[config.mk]
export PLATFORM = sky130hd
export DESIGN_NAME = id_ex_stage
export DESIGN_NICKNAME = d
export VERILOG_FILES = /design/src/rtl/id_ex_stage.sv
export SDC_FILE = /design/constraint.sdc
export NUM_CORES = 1
export LEC_CHECK = 0
export CAP_MARGIN = 20
export CORE_UTILIZATION = 40
export DETAILED_ROUTE_END_ITERATION = 10
export GPL_ROUTABILITY_DRIVEN = 0
export PLACE_DENSITY = 0.79
export SYNTH_ARGS = -nofsm -noshare
export SYNTH_HDL_FRONTEND = slang
export SYNTH_SLANG_ARGS = --single-unit
[constraint.sdc]
create_clock -name i_clk -period 2.22 [get_ports i_clk]
set_input_delay 0.444 -clock i_clk [delete_from_list [all_inputs] [get_ports i_clk]]
set_output_delay 0.444 -clock i_clk [all_outputs]
set_load 0.01 [all_outputs]
[src/rtl/id_ex_stage.sv]
// ID/EX pipeline register with load-use hazard detection.
// Inserts a bubble on flush or hazard and counts hazard bubbles.
module id_ex_stage #(
  parameter int NB_DATA    = 32,
  parameter int NB_REG     = 5,
  parameter int NB_CTRL_WB = 2,
  parameter int NB_CTRL_M  = 3,
  parameter int NB_CTRL_EX = 3,
  parameter int NB_CNT     = 16
) (
  input  logic                  i_clk,
  input  logic                  i_rst,
  input  logic                  i_enable,
  input  logic                  i_flush,
  input  logic [NB_CTRL_WB-1:0] i_ctrl_wb_bus,
  input  logic [NB_CTRL_M-1:0]  i_ctrl_mem_bus,
  input  logic [NB_CTRL_EX-1:0] i_ctrl_exc_bus,
  input  logic [NB_DATA-1:0]    i_pc_plus4,
  input  logic [NB_DATA-1:0]    i_read_data1,
  input  logic [NB_DATA-1:0]    i_read_data2,
  input  logic [NB_DATA-1:0]    i_imm_ext,
  input  logic [NB_REG-1:0]     i_rs,
  input  logic [NB_REG-1:0]     i_rt,
  input  logic [NB_REG-1:0]     i_rd,
  output logic [NB_CTRL_WB-1:0] o_ctrl_wb_bus,
  output logic [NB_CTRL_M-1:0]  o_ctrl_mem_bus,
  output logic [NB_CTRL_EX-1:0] o_ctrl_exc_bus,
  output logic [NB_DATA-1:0]    o_pc_plus4,
  output logic [NB_DATA-1:0]    o_read_data1,
  output logic [NB_DATA-1:0]    o_read_data2,
  output logic [NB_DATA-1:0]    o_imm_ext,
  output logic [NB_REG-1:0]     o_rs,
  output logic [NB_REG-1:0]     o_rt,
  output logic [NB_REG-1:0]     o_rd,
  output logic                  o_stall,
  output logic [NB_CNT-1:0]     o_stall_count
);

  logic [NB_CTRL_WB-1:0] ctrl_wb_q, ctrl_wb_d;
  logic [NB_CTRL_M-1:0]  ctrl_mem_q, ctrl_mem_d;
  logic [NB_CTRL_EX-1:0] ctrl_exc_q, ctrl_exc_d;
  logic [NB_DATA-1:0]    pc_plus4_q, pc_plus4_d;
  logic [NB_DATA-1:0]    read_data1_q, read_data1_d;
  logic [NB_DATA-1:0]    read_data2_q, read_data2_d;
  logic [NB_DATA-1:0]    imm_ext_q, imm_ext_d;
  logic [NB_REG-1:0]     rs_q, rs_d;
  logic [NB_REG-1:0]     rt_q, rt_d;
  logic [NB_REG-1:0]     rd_q, rd_d;
  logic [NB_CNT-1:0]     stall_cnt_q, stall_cnt_d;

  logic load_use;
  logic rt_match;
  logic bubble;
  logic cnt_full;

  // A load in EX whose target feeds the instruction now in ID.
  assign rt_match = (rt_q == i_rs) || (rt_q == i_rt);
  assign load_use = ctrl_mem_q[1]
                  && (rt_q != '0)
                  && rt_match;

  assign bubble   = i_flush || load_use;
  assign cnt_full = &stall_cnt_q;

  always_comb begin
    ctrl_wb_d    = ctrl_wb_q;
    ctrl_mem_d   = ctrl_mem_q;
    ctrl_exc_d   = ctrl_exc_q;
    pc_plus4_d   = pc_plus4_q;
    read_data1_d = read_data1_q;
    read_data2_d = read_data2_q;
    imm_ext_d    = imm_ext_q;
    rs_d         = rs_q;
    rt_d         = rt_q;
    rd_d         = rd_q;
    stall_cnt_d  = stall_cnt_q;
    if (i_enable) begin
      pc_plus4_d   = i_pc_plus4;
      read_data1_d = i_read_data1;
      read_data2_d = i_read_data2;
      imm_ext_d    = i_imm_ext;
      rs_d         = i_rs;
      rt_d         = i_rt;
      rd_d         = i_rd;
      if (bubble) begin
        ctrl_wb_d  = '0;
        ctrl_mem_d = '0;
        ctrl_exc_d = '0;
      end else begin
        ctrl_wb_d  = i_ctrl_wb_bus;
        ctrl_mem_d = i_ctrl_mem_bus;
        ctrl_exc_d = i_ctrl_exc_bus;
      end
      // Flush wins over a simultaneous hazard and is not counted.
      if (!i_flush && load_use && !cnt_full) begin
        stall_cnt_d = stall_cnt_q + NB_CNT'(1);
      end
    end
  end

  always_ff @(posedge i_clk) begin
    if (!i_rst) begin
      ctrl_wb_q    <= '0;
      ctrl_mem_q   <= '0;
      ctrl_exc_q   <= '0;
      pc_plus4_q   <= '0;
      read_data1_q <= '0;
      read_data2_q <= '0;
      imm_ext_q    <= '0;
      rs_q         <= '0;
      rt_q         <= '0;
      rd_q         <= '0;
      stall_cnt_q  <= '0;
    end else begin
      ctrl_wb_q    <= ctrl_wb_d;
      ctrl_mem_q   <= ctrl_mem_d;
      ctrl_exc_q   <= ctrl_exc_d;
      pc_plus4_q   <= pc_plus4_d;
      read_data1_q <= read_data1_d;
      read_data2_q <= read_data2_d;
      imm_ext_q    <= imm_ext_d;
      rs_q         <= rs_d;
      rt_q         <= rt_d;
      rd_q         <= rd_d;
      stall_cnt_q  <= stall_cnt_d;
    end
  end

  assign o_ctrl_wb_bus  = ctrl_wb_q;
  assign o_ctrl_mem_bus = ctrl_mem_q;
  assign o_ctrl_exc_bus = ctrl_exc_q;
  assign o_pc_plus4     = pc_plus4_q;
  assign o_read_data1   = read_data1_q;
  assign o_read_data2   = read_data2_q;
  assign o_imm_ext      = imm_ext_q;
  assign o_rs           = rs_q;
  assign o_rt           = rt_q;
  assign o_rd           = rd_q;
  assign o_stall        = load_use;
  assign o_stall_count  = stall_cnt_q;

endmodule

## Word-level counts from Yosys, hierarchy flattened

Index checks and enable logic that the tools add are counted.
Widths: inputs -> output; s select.

| cells by class | value |
|---|---|
| equality and inequality tests | 2 |
| reductions and logical operators | 11 |
| add/subtract/negate cells | 1 |
| multiplexer cells | 3 |

Operators by type and width:

| cell | number |
|---|---|
| $add 16x1->16 const B | 1 |
| $reduce_and 16->1 | 1 |
| $eq 5x5->1 | 2 |
| $mux 3 | 2 |
| $reduce_bool 5->1 | 1 |
| $logic_and 1x1->1 | 4 |
| $logic_not 1->1 | 2 |
| $logic_or 1x1->1 | 2 |
| $mux 2 | 1 |
| $reduce_and 2->1 | 1 |

| word-level totals | value |
|---|---|
| bits of input ports | 155 |
| register bits | 167 |
| logic and storage cells | 28 |
| output and inout bits | 168 |

## Logic depth before layout (Yosys ltp)

| depth | value |
|---|---|
| word-level depth | 6 |
| mapped depth | 7 |
| gate-level depth less buffers | 6 |

## Least setup slack after synthesis

OpenSTA, ideal clock, no wires.

| timing path | value |
|---|---|
| path type | input port to flip-flop |
| from | input i_enable |
| to | register stall_cnt_q[13], in the netlist o_stall_count[13] |
| data arrival time | 1788 ps |
| required time | 2089 ps |
| setup time | 131 ps |
| stages on the path | 6 |
| setup slack | 301 ps |
| path buffers | 1 |
| path through | buf_2 > nand4_1 > or3_1 > or4_1 > o311ai_1 > o41ai_1 |

| on the way | value |
|---|---|
| word-level cells in the longest chain between the ends | 1 |

RTL lines:

| element | RTL line | text |
|---|---|---|
| from (decl) | 13 | `input logic i_enable,` |
| $reduce_and 2->1 (no source line) | -- |  |
| to (signal assigned) | 125 | `stall_cnt_q <= stall_cnt_d;` |
| to (decl) | 49 | `logic [NB_CNT-1:0] stall_cnt_q, stall_cnt_d;` |

No other way between the ends.
A chain may end at the register's enable or synchronous reset.

## Worst setup path in the final report

| timing path | value |
|---|---|
| from | register rt_q[0], in the netlist o_rt[0] |
| to | output o_stall |

| on the way | value |
|---|---|
| word-level cells in the longest chain between the ends | 3 |
| elaborated cells on any way between the ends | 6 |
| classes of those cells | eq/ne (2); reduce/logical (4) |

RTL lines:

| element | RTL line | text |
|---|---|---|
| from (decl) | 47 | `logic [NB_REG-1:0] rt_q, rt_d;` |
| from (signal assigned) | 123 | `rt_q <= rt_d;` |
| $eq 5x5->1 or $reduce_bool 5->1 (tied branches) | 57, 59 |  |
| $logic_or 1x1->1 or $logic_and 1x1->1 (tied branches) | 57, 59 |  |
| $logic_and 1x1->1 (*) | 60 | `&& rt_match;` |
| to (decl) | 35 | `output logic o_stall,` |

Every way passes the cells marked *; elsewhere a longest branch is shown, timed or not.

==> run summary <==
Path category of the worst min-delay check: reg2reg. The pin count of the biggest net entering global routing was 69; the post-route clock period utilization was 0.972. Reported net switching power: 1.73 mW. The finished layout holds 1,169 standard cells, fillers aside. After routing, the total negative slack on setup checks comes to 0 ps. The final layout contains 1,101 nets.

Async set-or-reset flop fraction in the synthesized netlist: 0. Final hold analysis gives a worst-case slack of 476 ps. For the number of remaining DRC errors, the log shows 0. Synthesis instantiated 37 different standard cells from the library. Count of state elements after synthesis: 167. The first-pass GRT wire length came out at 28,700 um. The final antenna-violating net count was 0; the max-slew violation total from the final report was 0.

The TritonCTS buffer count is 17. The tool flagged a number of max-cap violations equal to 0. The tools report the root buffer cell as sky130_fd_sc_hd__clkbuf_16. The floorplan step set the die height to 127 um. For the initial antenna violation count, the log shows 0. TritonCTS built the clock tree. By startpoint and endpoint, the worst setup path is classified as reg2out. The worst-margin pin slew works out to 865 ps. The post-synthesis average cell area is 10.3 um^2. The logs give 1710 ps for the data arrival at the endpoint of the critical path and 3350 um^2 for the area taken by flip-flops and latches. The area growth from synthesis to final layout is 67.1%. VDD sags by at most 0.512 mV. The kind of capture point of the worst setup path is an output pin.

The summed instance area of the synthesized netlist came out at 6300 um^2. The post-route clock skew is 7.49 ps. The critical-path maximum fanout came out at 2. The total length of routed wires came out at 18,400 um. For the layout filler cell count, the log shows 1,208. Setup repair after global routing could not meet its margin everywhere. The most used flip-flop cell after synthesis is sky130_fd_sc_hd__dfxtp_1.

The count of buffers added on input and output ports is 322. Remaining global-route overflow: 0. The clock tree synthesis step divided the H-tree into 4 levels. Counting flops with a built-in enable in the synthesized netlist gives 0. For the worst setup path, the data required time is 1780 ps. The number of vias in the routed layout is 5,578, and the routed wire length per instance is 15.7 um. The launching point of the worst reg2reg path was o_rt[2]. The flow ran to the end, and the final reports show no timing, DRC or antenna violations.

In this run the worst setup path begins at o_rt[0]. The leakage power total is 4.36 nW, and the die outline area is 16,200 um^2. The chip width works out to 127 um. The number of placed instances, taps included, is 1,135. For this run, the top clock speed supported by timing is 463 MHz.

For the worst slew margin relative to its limit, the log shows 0.423. At the later pin of the worst-skew pair, clock insertion delay measures 420 ps. The first TritonRoute pass finished after 4 iterations. For this design the top-level I/O count stands at 323. In the final layout, the multi-input gates occupy 2810 um^2. The layout cell share with drive strength beyond 1 was 0.0762. The run gives 0.413 as the effective utilization at floorplan. The number of global-route vias before repair was 5,623. The floorplan has 45 rows.

The final cell utilization of the core is 0.690, and the area inside the core boundary is 15,300 um^2. The slowest cell on the critical path is sky130_fd_sc_hd__or4_4. In this design, the stage delay of the slowest critical-path cell is 530 ps. Post-route total power: 7.35 mW. The count of yosys warnings during synthesis is 0, and the net switching share of the total power is 0.236.

The tools report the total routing usage reported by global routing as 0.228. The run gives 0.158 as the share of power burned in combinational logic. In this run the deepest clock path goes through 2 buffers. The run gives 0.401 as the portion of total power attributed to the clock network. In this run, post-CTS hold repair placed 0 buffers. The signal on the critical path passes through or4_4 -> o21a_1 -> and2_4 -> buf_6.

STA classifies the critical path startpoint as a register. 0 antenna diodes ended up in the layout. Via density per instance: 4.77. The clock transition at the register clock pins on the worst setup and hold paths after CTS was 60 ps; the sequential share of the synthesized area was 0.531. After the first detailed-routing iteration, the DRC count stood at 259. The count of final hold-check violations was 0; the instance count of the mapped netlist was 613. In this run the most critical hold path is launched from o_ctrl_mem_bus[0]. The count of final setup violators was 0. Clock tree synthesis found a total of 167 sinks. Counting every net in the synthesized netlist gives 769.

For the finished layout, the period the worst path requires is 2160 ps. Sequential cell fraction of total power: 0.441. Internal power comes to 5.62 mW. For the estimated wirelength of the detail-placed design, the log shows 13,200 um. Dividing total power by cell area gives a power density of 698 nW/um^2.
-- metrics by stage --
| step | area (um^2) | setup slack [ps] |
|---|---|---|
| 3_5_place_dp | 9890 | -320 |
| 5_1_grt | 10500 | -24.0 |
| 4_1_cts | 10500 | 6.62 |
| 3_3_place_gp | 9890 | -322 |
| 6_report | 10500 | 61.3 |
| 2_1_floorplan | 6300 | 301 |
-- cell usage in the layout (no fill, tap or decap), types with 7 or more instances in the layout --
cell type                           n
sky130_fd_sc_hd__clkdlybuf4s50_1  320
sky130_fd_sc_hd__dfxtp_1          166
sky130_fd_sc_hd__mux2i_1          153
sky130_fd_sc_hd__nor2_1           150
sky130_fd_sc_hd__buf_4             25
sky130_fd_sc_hd__nand2_1           18
sky130_fd_sc_hd__clkbuf_16         17
sky130_fd_sc_hd__nand2b_1          12
sky130_fd_sc_hd__xnor2_1           10
sky130_fd_sc_hd__a22o_1             8
sky130_fd_sc_hd__nand4_1            7
sky130_fd_sc_hd__nor4_1             7
-- final cells by class --
type | instances | share of cell area
multi-input combinational | 406 | 0.267
tap | 211 | 0.0251
sequential | 167 | 0.318
timing repair buffer | 351 | 0.332
clock inverter | 11 | 0.0117
clock buffer | 21 | 0.0447
inverter | 2 | 0.000951
-- logic make-up (layout without fill, tap and decap cells) --
kind of cell,Yosys count,count (layout),synth area share
AOI/OAI and AO/OA,24,24,0.0308
xor gates and xnor gates,10,10,0.0139
adders and majority gates,1,1,0.00199
buffers and inverters,40,385,0.0246
DFF,167,167,0.531
muxes,153,153,0.243
and+or+nand+nor,218,218,0.154
-- metal layers --
metal,vias to the layer above,track usage,share of wire
met3,20,0.0992,0.088
met4,0,0.0693,0.016
li1,2758,-,-
met5,-,0,0
met2,197,0.399,0.50
met1,2603,0.248,0.39
-- power by group through the flow --
stage               logic (mW)  clock network (mW)  registers [mW]
finish                    1.16                2.94            3.24
global route              1.24                3.14            3.26
floorplan                0.366                   0            3.38
detailed placement        1.16                   0            3.31
global placement          1.15                   0            3.30
CTS                       1.17                3.01            3.24
-- flip-flops by register name (all words and copies together), names as in the netlist --
signal          flops
o_rt                5
o_stall_count      16
o_read_data1       32
o_rd                5
o_ctrl_exc_bus      3
o_ctrl_mem_bus      3
o_rs                5
o_pc_plus4         32
o_ctrl_wb_bus       2
o_read_data2       32
o_imm_ext          32
-- synth_stat cells (2+ instances only) --
library cell / instances / share of area
sky130_fd_sc_hd__dfxtp_1: 167 / 0.53
sky130_fd_sc_hd__clkbuf_1: 20 / 0.012
sky130_fd_sc_hd__o21ai_0: 2 / 0.0016
sky130_fd_sc_hd__inv_1: 2 / 0.0012
sky130_fd_sc_hd__and4_1: 3 / 0.0042
sky130_fd_sc_hd__nor2_1: 150 / 0.089
sky130_fd_sc_hd__nor4_1: 7 / 0.0070
sky130_fd_sc_hd__nand4b_1: 2 / 0.0028
sky130_fd_sc_hd__nand3_1: 4 / 0.0032
sky130_fd_sc_hd__or3_1: 5 / 0.0050
sky130_fd_sc_hd__a21oi_1: 4 / 0.0032
sky130_fd_sc_hd__a22o_1: 8 / 0.011
sky130_fd_sc_hd__mux2i_1: 153 / 0.24
sky130_fd_sc_hd__buf_1: 16 / 0.0095
sky130_fd_sc_hd__xnor2_1: 10 / 0.014
sky130_fd_sc_hd__nand2b_1: 12 / 0.012
sky130_fd_sc_hd__or4_1: 3 / 0.0036
sky130_fd_sc_hd__nand4_1: 7 / 0.0070
sky130_fd_sc_hd__o41ai_1: 2 / 0.0028
sky130_fd_sc_hd__nand2_1: 19 / 0.011
-- critical path, delay by kind of cell (launching register included) --
kind	cells	cell delay [ps]
DFF	1	310
buffers and inverters	1	110
AOI/OAI and AO/OA	1	200
and+or+nand+nor	2	680
-- repair_timing --
item,in CTS,in global routing
setup buffers,0,2
endpoints found under the setup margin,1,2
pin swaps,1,1
resized for setup,6,5
-- path summary, 6_finish.rpt --
| check | end | slack [ps] | cells after the start |
|---|---|---|---|
| setup / recovery | o_stall | 60 | 4 |
| hold / removal | o_ctrl_mem_bus[0] | 480 | 1 |
| setup reg to reg | o_stall_count[10] | 110 | 8 |
| hold reg to reg | o_ctrl_mem_bus[0] | 480 | 1 |
Note: power is estimated with default switching activity, not from simulation.
